### src/rtl/dds_sweep_ctrl.sv
// Frequency-sweep controller for a DDS phase accumulator.
// Steps freq_cntrl from f_start toward f_stop by f_step, holding each value for dwell+1
// cycles. Supports a one-shot up-sweep or a continuous triangle sweep. Configuration is
// latched at start so inputs may change freely while a sweep runs.
module dds_sweep_ctrl #(
  parameter int unsigned FW = 16,
  parameter int unsigned DW = 16
) (
  input  logic          clk,
  input  logic          res_n,
  input  logic          start,
  input  logic          stop,
  input  logic          mode,
  input  logic [FW-1:0] f_start,
  input  logic [FW-1:0] f_stop,
  input  logic [FW-1:0] f_step,
  input  logic [DW-1:0] dwell,
  output logic [FW-1:0] freq_cntrl,
  output logic          busy,
  output logic          done,
  output logic          dir
);

  typedef enum logic [1:0] {StIdle, StUp, StDown} state_e;

  state_e        state_q, state_d;
  logic [FW-1:0] freq_q, freq_d;
  logic [DW-1:0] cnt_q, cnt_d;
  logic          done_q, done_d;
  logic          busy_q, busy_d;
  logic          dir_q, dir_d;

  // Latched sweep configuration
  logic          mode_q, mode_d;
  logic [FW-1:0] fstart_q, fstart_d;
  logic [FW-1:0] fstop_q, fstop_d;
  logic [FW-1:0] fstep_q, fstep_d;
  logic [DW-1:0] dwell_q, dwell_d;

  logic [FW:0]   sum;
  logic [FW-1:0] diff;
  logic [FW-1:0] up_next;
  logic [FW-1:0] dn_next;
  logic          expire;

  // Saturating step arithmetic: sum in FW+1 bits so it never wraps, difference checked for
  // underflow before use.
  always_comb begin
    sum     = {1'b0, freq_q} + {1'b0, fstep_q};
    diff    = freq_q - fstep_q;
    up_next = (sum >= {1'b0, fstop_q}) ? fstop_q : sum[FW-1:0];
    dn_next = ((freq_q < fstep_q) || (diff < fstart_q)) ? fstart_q : diff;
    expire  = (cnt_q == dwell_q);
  end

  // Next-state and output logic
  always_comb begin
    state_d  = state_q;
    freq_d   = freq_q;
    cnt_d    = cnt_q;
    done_d   = 1'b0;
    mode_d   = mode_q;
    fstart_d = fstart_q;
    fstop_d  = fstop_q;
    fstep_d  = fstep_q;
    dwell_d  = dwell_q;

    unique case (state_q)
      StIdle: begin
        // stop wins over start, leaving everything untouched
        if (start && !stop) begin
          mode_d   = mode;
          fstart_d = f_start;
          fstop_d  = f_stop;
          fstep_d  = f_step;
          dwell_d  = dwell;
          freq_d   = f_start;
          cnt_d    = '0;
          if ((f_step == '0) || (f_stop <= f_start)) begin
            done_d = 1'b1;
          end else begin
            state_d = StUp;
          end
        end
      end
      StUp: begin
        if (stop) begin
          state_d = StIdle;
          cnt_d   = '0;
        end else if (expire) begin
          cnt_d = '0;
          if (freq_q < fstop_q) begin
            freq_d = up_next;
          end else if (mode_q) begin
            state_d = StDown;
            freq_d  = dn_next;
          end else begin
            state_d = StIdle;
            done_d  = 1'b1;
          end
        end else begin
          cnt_d = cnt_q + DW'(1);
        end
      end
      StDown: begin
        if (stop) begin
          state_d = StIdle;
          cnt_d   = '0;
        end else if (expire) begin
          cnt_d = '0;
          if (freq_q > fstart_q) begin
            freq_d = dn_next;
          end else begin
            // freq_q equals fstart_q here, so up_next is min(f_start+f_step, f_stop)
            state_d = StUp;
            freq_d  = up_next;
          end
        end else begin
          cnt_d = cnt_q + DW'(1);
        end
      end
      default: state_d = StIdle;
    endcase

    busy_d = (state_d != StIdle);
    dir_d  = (state_d == StDown);
  end

  // State and output registers with asynchronous reset
  always_ff @(posedge clk or negedge res_n) begin
    if (!res_n) begin
      state_q  <= StIdle;
      freq_q   <= '0;
      cnt_q    <= '0;
      done_q   <= 1'b0;
      busy_q   <= 1'b0;
      dir_q    <= 1'b0;
      mode_q   <= 1'b0;
      fstart_q <= '0;
      fstop_q  <= '0;
      fstep_q  <= '0;
      dwell_q  <= '0;
    end else begin
      state_q  <= state_d;
      freq_q   <= freq_d;
      cnt_q    <= cnt_d;
      done_q   <= done_d;
      busy_q   <= busy_d;
      dir_q    <= dir_d;
      mode_q   <= mode_d;
      fstart_q <= fstart_d;
      fstop_q  <= fstop_d;
      fstep_q  <= fstep_d;
      dwell_q  <= dwell_d;
    end
  end

  assign freq_cntrl = freq_q;
  assign busy       = busy_q;
  assign done       = done_q;
  assign dir        = dir_q;

endmodule

### config.mk
export PLATFORM = sky130hd
export DESIGN_NAME = dds_sweep_ctrl
export DESIGN_NICKNAME = d
export VERILOG_FILES = /design/src/rtl/dds_sweep_ctrl.sv
export SDC_FILE = /design/constraint.sdc
export NUM_CORES = 1
export LEC_CHECK = 0
export CAP_MARGIN = 25
export CORE_MARGIN = 2
export CORE_UTILIZATION = 55
export CTS_CLUSTER_DIAMETER = 200
export CTS_CLUSTER_SIZE = 10
export DETAILED_ROUTE_END_ITERATION = 12
export DONT_BUFFER_PORTS = 1
export PLACE_DENSITY = 0.7
export SETUP_SLACK_MARGIN = 0.1
export SYNTH_ARGS = -nofsm -noshare
export SYNTH_HDL_FRONTEND = slang
export SYNTH_SLANG_ARGS = --single-unit
### constraint.sdc
create_clock -name clk -period 9 [get_ports clk]
set_input_delay 0.9 -clock clk [delete_from_list [all_inputs] [get_ports clk]]
set_output_delay 0.9 -clock clk [all_outputs]
set_load 0.01 [all_outputs]
==> results of run 1 <==
-- synthesized netlist by cell type, types with 6 or more instances --
library cell,instances,share of area [%]
ha_1,115,17
dfrtp_1,102,30
inv_1,94,4.1
nand2_1,57,2.5
nor2_1,53,2.3
mux2_2,50,6.6
o21ai_0,44,2.6
a21oi_1,36,2.1
xnor2_1,33,3.4
mux2i_1,27,3.2
nand3_1,25,1.5
o211ai_1,20,1.8
o31ai_1,20,1.8
clkbuf_1,19,0.83
nand4_1,18,1.3
a31oi_1,17,1.2
nor3_1,16,0.93
a21o_1,15,1.3
xor2_1,11,1.1
nand2b_1,10,0.73
a211oi_1,9,0.79
nor4_1,9,0.66
nor2b_1,8,0.58
o21a_1,8,0.70
buf_2,7,0.41
or2_2,7,0.51
a2111oi_0,6,0.61
and3_1,6,0.44
-- cells in the final DEF, fill, tap and decap left out, types with 5 or more instances in the layout --
master,n
o21ai_0,44
a211oi_1,9
o31ai_1,20
nor4_1,9
nand2b_1,10
nand3_1,24
clkbuf_16,9
xnor2_1,33
and2_1,5
a21o_1,15
a31oi_1,17
ha_1,115
inv_1,94
or2_0,5
buf_4,5
o21ai_1,5
and3_1,6
nand2_1,57
or3_1,5
mux2_2,50
mux2i_1,27
o21a_1,8
nor3_1,16
a21oi_1,35
nand4_1,18
xor2_1,11
dfrtp_1,102
a2111oi_0,6
o211ai_1,20
nor2b_1,8
nor2_1,53
or2_2,7
-- metal layers --
layer  GRT usage, %  wire, µm  share of wire [%]
met3          7.277      1670                7.5
met4          8.824       634                2.8
met5              0         0                  0
met1          38.70     10200                 46
met2          43.57      9853                 44
-- critical path: stages, from the launching register on --
cell       delay, ns
dfrtp_1         0.50
ha_1            0.48
o21ai_0         0.16
a21o_1          0.22
a21oi_1         0.31
a211oi_1        0.16
or4_1           0.54
and2_1          0.16
ha_1            0.30
nand4_1         0.11
a2111oi_0       0.50
a221oi_2        0.13
a211oi_2        0.52
buf_4           0.35
mux2i_1         0.10
or2_2           0.29
a31oi_1         0.18
-- cell type report --
class | instances | area, µm²
clock buffer | 9 | 225.2
clock inverter | 7 | 93.84
fill | 1364 | 6196
tap | 188 | 235.2
inverter | 96 | 360.3
sequential | 102 | 2552
multi-input combinational | 703 | 5502
timing repair buffer | 5 | 37.54
-- stage by stage --
| stage | cells | cell area, µm² | setup slack, ns | hold slack [ns] | utilization [%] |
|---|---|---|---|---|---|
| 6_report | 1110 | 9006 | 3.888 | 0.2338 | 59.24 |
| 5_1_grt | 1110 | 9006 | 3.518 | 0.2090 | 59.24 |
| 4_1_cts | 1109 | 8999 | 3.945 | 0.2193 | 59.19 |
| 3_5_place_dp | 1093 | 8680 | 3.983 | 0.4838 | 57.09 |
| 3_3_place_gp | 1092 | 8672 | 4.133 | 0.4648 | 57.05 |
| 2_1_floorplan | 933 | 8573 | 4.798 | 0.4498 | - |
-- cells by family (layout without fill, tap and decap cells) --
| family | count (synthesis) | after routing | share of synthesized area, % |
|---|---|---|---|
| AND/OR/NAND/NOR | 237 | 237 | 13.92 |
| XOR/XNOR | 44 | 44 | 4.495 |
| AO/OA/AOI/OAI | 228 | 228 | 18.59 |
| adder cells (fa/ha/maj) | 117 | 117 | 17.25 |
| buffers and inverters | 128 | 117 | 6.246 |
| multiplexers | 77 | 77 | 9.720 |
| flip-flops | 102 | 102 | 29.77 |
-- flip-flops by register name (all words and copies together) (netlist names) --
signal / cells
fstop_q: 16
dwell_q: 16
done: 1
busy: 1
mode_q: 1
freq_cntrl: 16
fstart_q: 16
state_q: 2
dir: 1
fstep_q: 16
cnt_q: 16
-- final timing paths --
kind | start | endpoint | slack (ns) | cells past startpoint
worst max-delay path | freq_cntrl[6]$_DFFE_PN0P_ | freq_cntrl[3]$_DFFE_PN0P_ | 3.89 | 16
worst min-delay path | res_n | freq_cntrl[5]$_DFFE_PN0P_ | 0.23 | 0
worst max register to register | freq_cntrl[6]$_DFFE_PN0P_ | freq_cntrl[3]$_DFFE_PN0P_ | 3.89 | 16
worst min register to register | fstart_q[9]$_DFFE_PN0P_ | fstart_q[9]$_DFFE_PN0P_ | 0.49 | 2
max in group asynchronous | res_n | fstep_q[14]$_DFFE_PN0P_ | 8.62 | 0
min in group clk | fstart_q[9]$_DFFE_PN0P_ | fstart_q[9]$_DFFE_PN0P_ | 0.49 | 2
==> flow_summary.toml, run 1 <==
[status]
status = "finished clean"

[logic_synthesis]
avgSynthCellArea_um2 = 9.189
synth_edf_count = 0
yosys.cell_types.count = 76
synthCells = 933
ys_warn_count = 0
ys_seq_elements = 102
synth_ff_type = "dfrtp_1"
synth_fp_nets = 1119
async_reset_ff_share_pct = 100.0
ys_seq_area_share_pct = 29.77
synth_area_mm2 = 0.008573

[place]
gp_congestion = 0.9353
portBuffers = 0
hpwl_um = 17480

[sta]
fin_crit_sh_pct = 56.80
setup_tns_ns = 0
finalCriticalPeriod_ns = 5.112
fmax_mhz = 195.6
final_hold_viol_count = 0
tightest_slew_ns = 0.9543
setup_viol = 0
slew_violations = 0
rsz0062_at_grt = "false"
maxSlewHeadroom_pct = 36.38
fin_skew_ns = 0.01258

[worst_setup_path]
cp_max_fo = 13
cp_data_required_time_ns = 9.28
crit_path_end_kind = "flop"
arrival_ns = 5.39
path_class = "flop to flop"
worstSetupStartpointType = "flop"

[cts]
cts_tree = "yes"
cts_resized = 0
clockBufferDepth = 2
h-tree-depth = 3
path_clk_slew_ns = 0.08
cts-root-buf = "clkbuf_16"
holdBufCountCts = 0
clk_latency_ns = 0.36
clock_sinks = 102
cts_buffers = 9
post_cts_buffers = 0

[drt]
firstDrtPassIters = 5
drtAntennaViolNets = 0
drt-vias-per-instance = 6.242
routed_wl_um = 22360
drc_errors = 0
num_vias = 6929
wl_per_cell_um = 20.14
initialDrtViolationCount = 559

[global_route]
grt_usage_pct = 28.11
grt_pass1_wl_um = 36090
grt_max_degree = 103
grt.overflow.total = 0
antenna_found_initial = 0
grt_pass1_vias = 6849

[layout]
n_antenna_cell = 0
nets = 1103
synthToLayoutAreaGrowth_pct = 5.050
drive_gt1_share_pct = 9.978

[floorplanning]
die_y_um = 128.9
std_cell_rows = 45
initial_core_util_pct = 56.40
die_area_mm2 = 0.01660
die_width_um = 128.9
core-area_mm2 = 0.01520
num_io_pins = 88

[run]
max_cap_viol_count = 0

[min_path]
hp-class = "primary input to asynchronous set/reset pin"
Power of run 1 is not shown: default switching activity piles up to over one toggle a cycle in this logic, so the estimate is an artifact.
==> inputs of run 2 (changes only) <==
Settings changed: PLACE_DENSITY 0.7 to 0.73.
Clock period 9 ns to 4.7 ns, I/O delays scaled along.
==> run 2 against run 1 <==
  * Wire length increased by 3.3%
  * Worst setup slack lost 3.6 ns
  * Sequential share of layout area is 0.95 points lower
  * Clock-buffer cell count stayed put
  * Design area is 3.5% higher
  * Flip-flop and latch count is the same
  * Non-clock buffer count is 30 higher
  * Global-route usage grew 0.65 points
  * Final cell count increased by 2.7%
  * Maximum frequency rose by 15%
==> flow_summary.toml, run 2 (synthesis gave the netlist of run 1 again) <==
[global_route]
grt_pass1_vias = 6962
grt_max_degree = 103
grt.overflow.total = 0
grt_pass1_wl_um = 36980
grt_usage_pct = 28.76
antenna_found_initial = 0

[sta]
tightest_slew_ns = 0.9977
setup_viol = 0
maxSlewHeadroom_pct = 33.49
fin_crit_sh_pct = 94.49
setup_tns_ns = 0
final_hold_viol_count = 0
rsz0062_at_grt = "true"
fin_skew_ns = 0.01932
slew_violations = 0
fmax_mhz = 225.2
finalCriticalPeriod_ns = 4.441

[place]
portBuffers = 0
gp_congestion = 0.9451
hpwl_um = 17970

[cts]
clockBufferDepth = 2
clock_sinks = 102
cts-root-buf = "clkbuf_16"
h-tree-depth = 3
cts_buffers = 9
clk_latency_ns = 0.37
path_clk_slew_ns = 0.08
cts_tree = "yes"

[min_path]
hp-class = "primary input to asynchronous set/reset pin"

[floorplanning]
std_cell_rows = 45
core-area_mm2 = 0.01520
num_io_pins = 88
die_width_um = 128.9
initial_core_util_pct = 56.40
die_y_um = 128.9
die_area_mm2 = 0.01660

[layout]
utilization_pct = 61.31
drive_gt1_share_pct = 14.29
n_antenna_cell = 0
synthToLayoutAreaGrowth_pct = 8.713
final_cell_mix = "113 x ha_1, 102 x dfrtp_1, 93 x inv_1, 57 x nand2_1, 53 x nor2_1"
final_common_cell = "ha_1"
nets = 1133

[worst_setup_path]
path_class = "flop to flop"
crit_path_end_kind = "flop"
cp_data_required_time_ns = 4.95
arrival_ns = 4.69
worstSetupStartpointType = "flop"
cp_max_fo = 15

[drt]
initialDrtViolationCount = 687
drt-vias-per-instance = 6.253
num_vias = 7128
firstDrtPassIters = 5
wl_per_cell_um = 20.26
drc_errors = 0
routed_wl_um = 23100
drtAntennaViolNets = 0

[run]
max_cap_viol_count = 0

[status]
status = "finished clean"
==> run 2: repair_timing <==
action	in CTS	in global routing
resized for setup	0	17
hold buffers	1	0
endpoints found under the hold margin	102	0
setup buffers	0	1
endpoints found under the setup margin	0	16
==> run 2: final cells by class <==
cell class	instances	area (µm²)
inverters	96	360.3
flip-flops and latches	102	2552
well taps	188	235.2
multi-input cells	703	5567
repair buffers	35	295.3
clock inverters	7	85.08
clock buffers	9	225.2
fillers	1333	5882
==> run 2: worst paths after layout <==
path	slack [ns]	from	depth (start not counted)	end
worst max-delay path	0.26	freq_cntrl[0]$_DFFE_PN0P_	19	freq_cntrl[9]$_DFFE_PN0P_
worst min-delay path	0.02	res_n	1	fstop_q[2]$_DFFE_PN0P_
worst max register to register	0.26	freq_cntrl[0]$_DFFE_PN0P_	19	freq_cntrl[9]$_DFFE_PN0P_
worst min register to register	0.51	fstart_q[9]$_DFFE_PN0P_	2	fstart_q[9]$_DFFE_PN0P_
max in group asynchronous	4.24	res_n	1	fstep_q[13]$_DFFE_PN0P_
min in group clk	0.24	mode	1	mode_q$_DFFE_PN0P_
==> run 2: worst max-delay path: stages, from the launching register on <==
cell	delay, ns
dfrtp_1	0.41
inv_1	0.13
ha_1	0.19
inv_1	0.06
fa_2	0.38
a211oi_2	0.30
o21ai_2	0.15
a31oi_1	0.18
o21ai_0	0.09
and3_1	0.22
ha_1	0.20
a2111oi_1	0.34
o21ai_0	0.15
a31o_1	0.25
a221oi_2	0.32
a211oi_2	0.11
buf_12	0.17
and3b_1	0.18
o21ba_1	0.19
o31a_1	0.30
==> run 2: metal layers <==
metal | vias to the layer above | global-route usage, % | share of wire (%)
met4 | 0 | 7.545 | 2.0
met1 | 3414 | 42.71 | 46
li1 | 3394 | - | -
met3 | 33 | 6.362 | 8.8
met5 | - | 0 | 0
met2 | 287 | 42.42 | 43
==> run 2: stage by stage <==
stage | hold slack [ns] | cells | worst slack, ns | instance area [µm²]
final | 0.02237 | 1140 | 0.2592 | 9320
after global routing | 0.07211 | 1140 | 0.04024 | 9320
after CTS | 0.05701 | 1139 | 0.1091 | 9248
after detailed placement | 0.1791 | 1122 | 0.1763 | 8910
after global placement | 0.1788 | 1122 | 0.2597 | 8910
after floorplan | 0.1744 | 933 | 0.4984 | 8573
Power of run 2 is left out for the same reason.
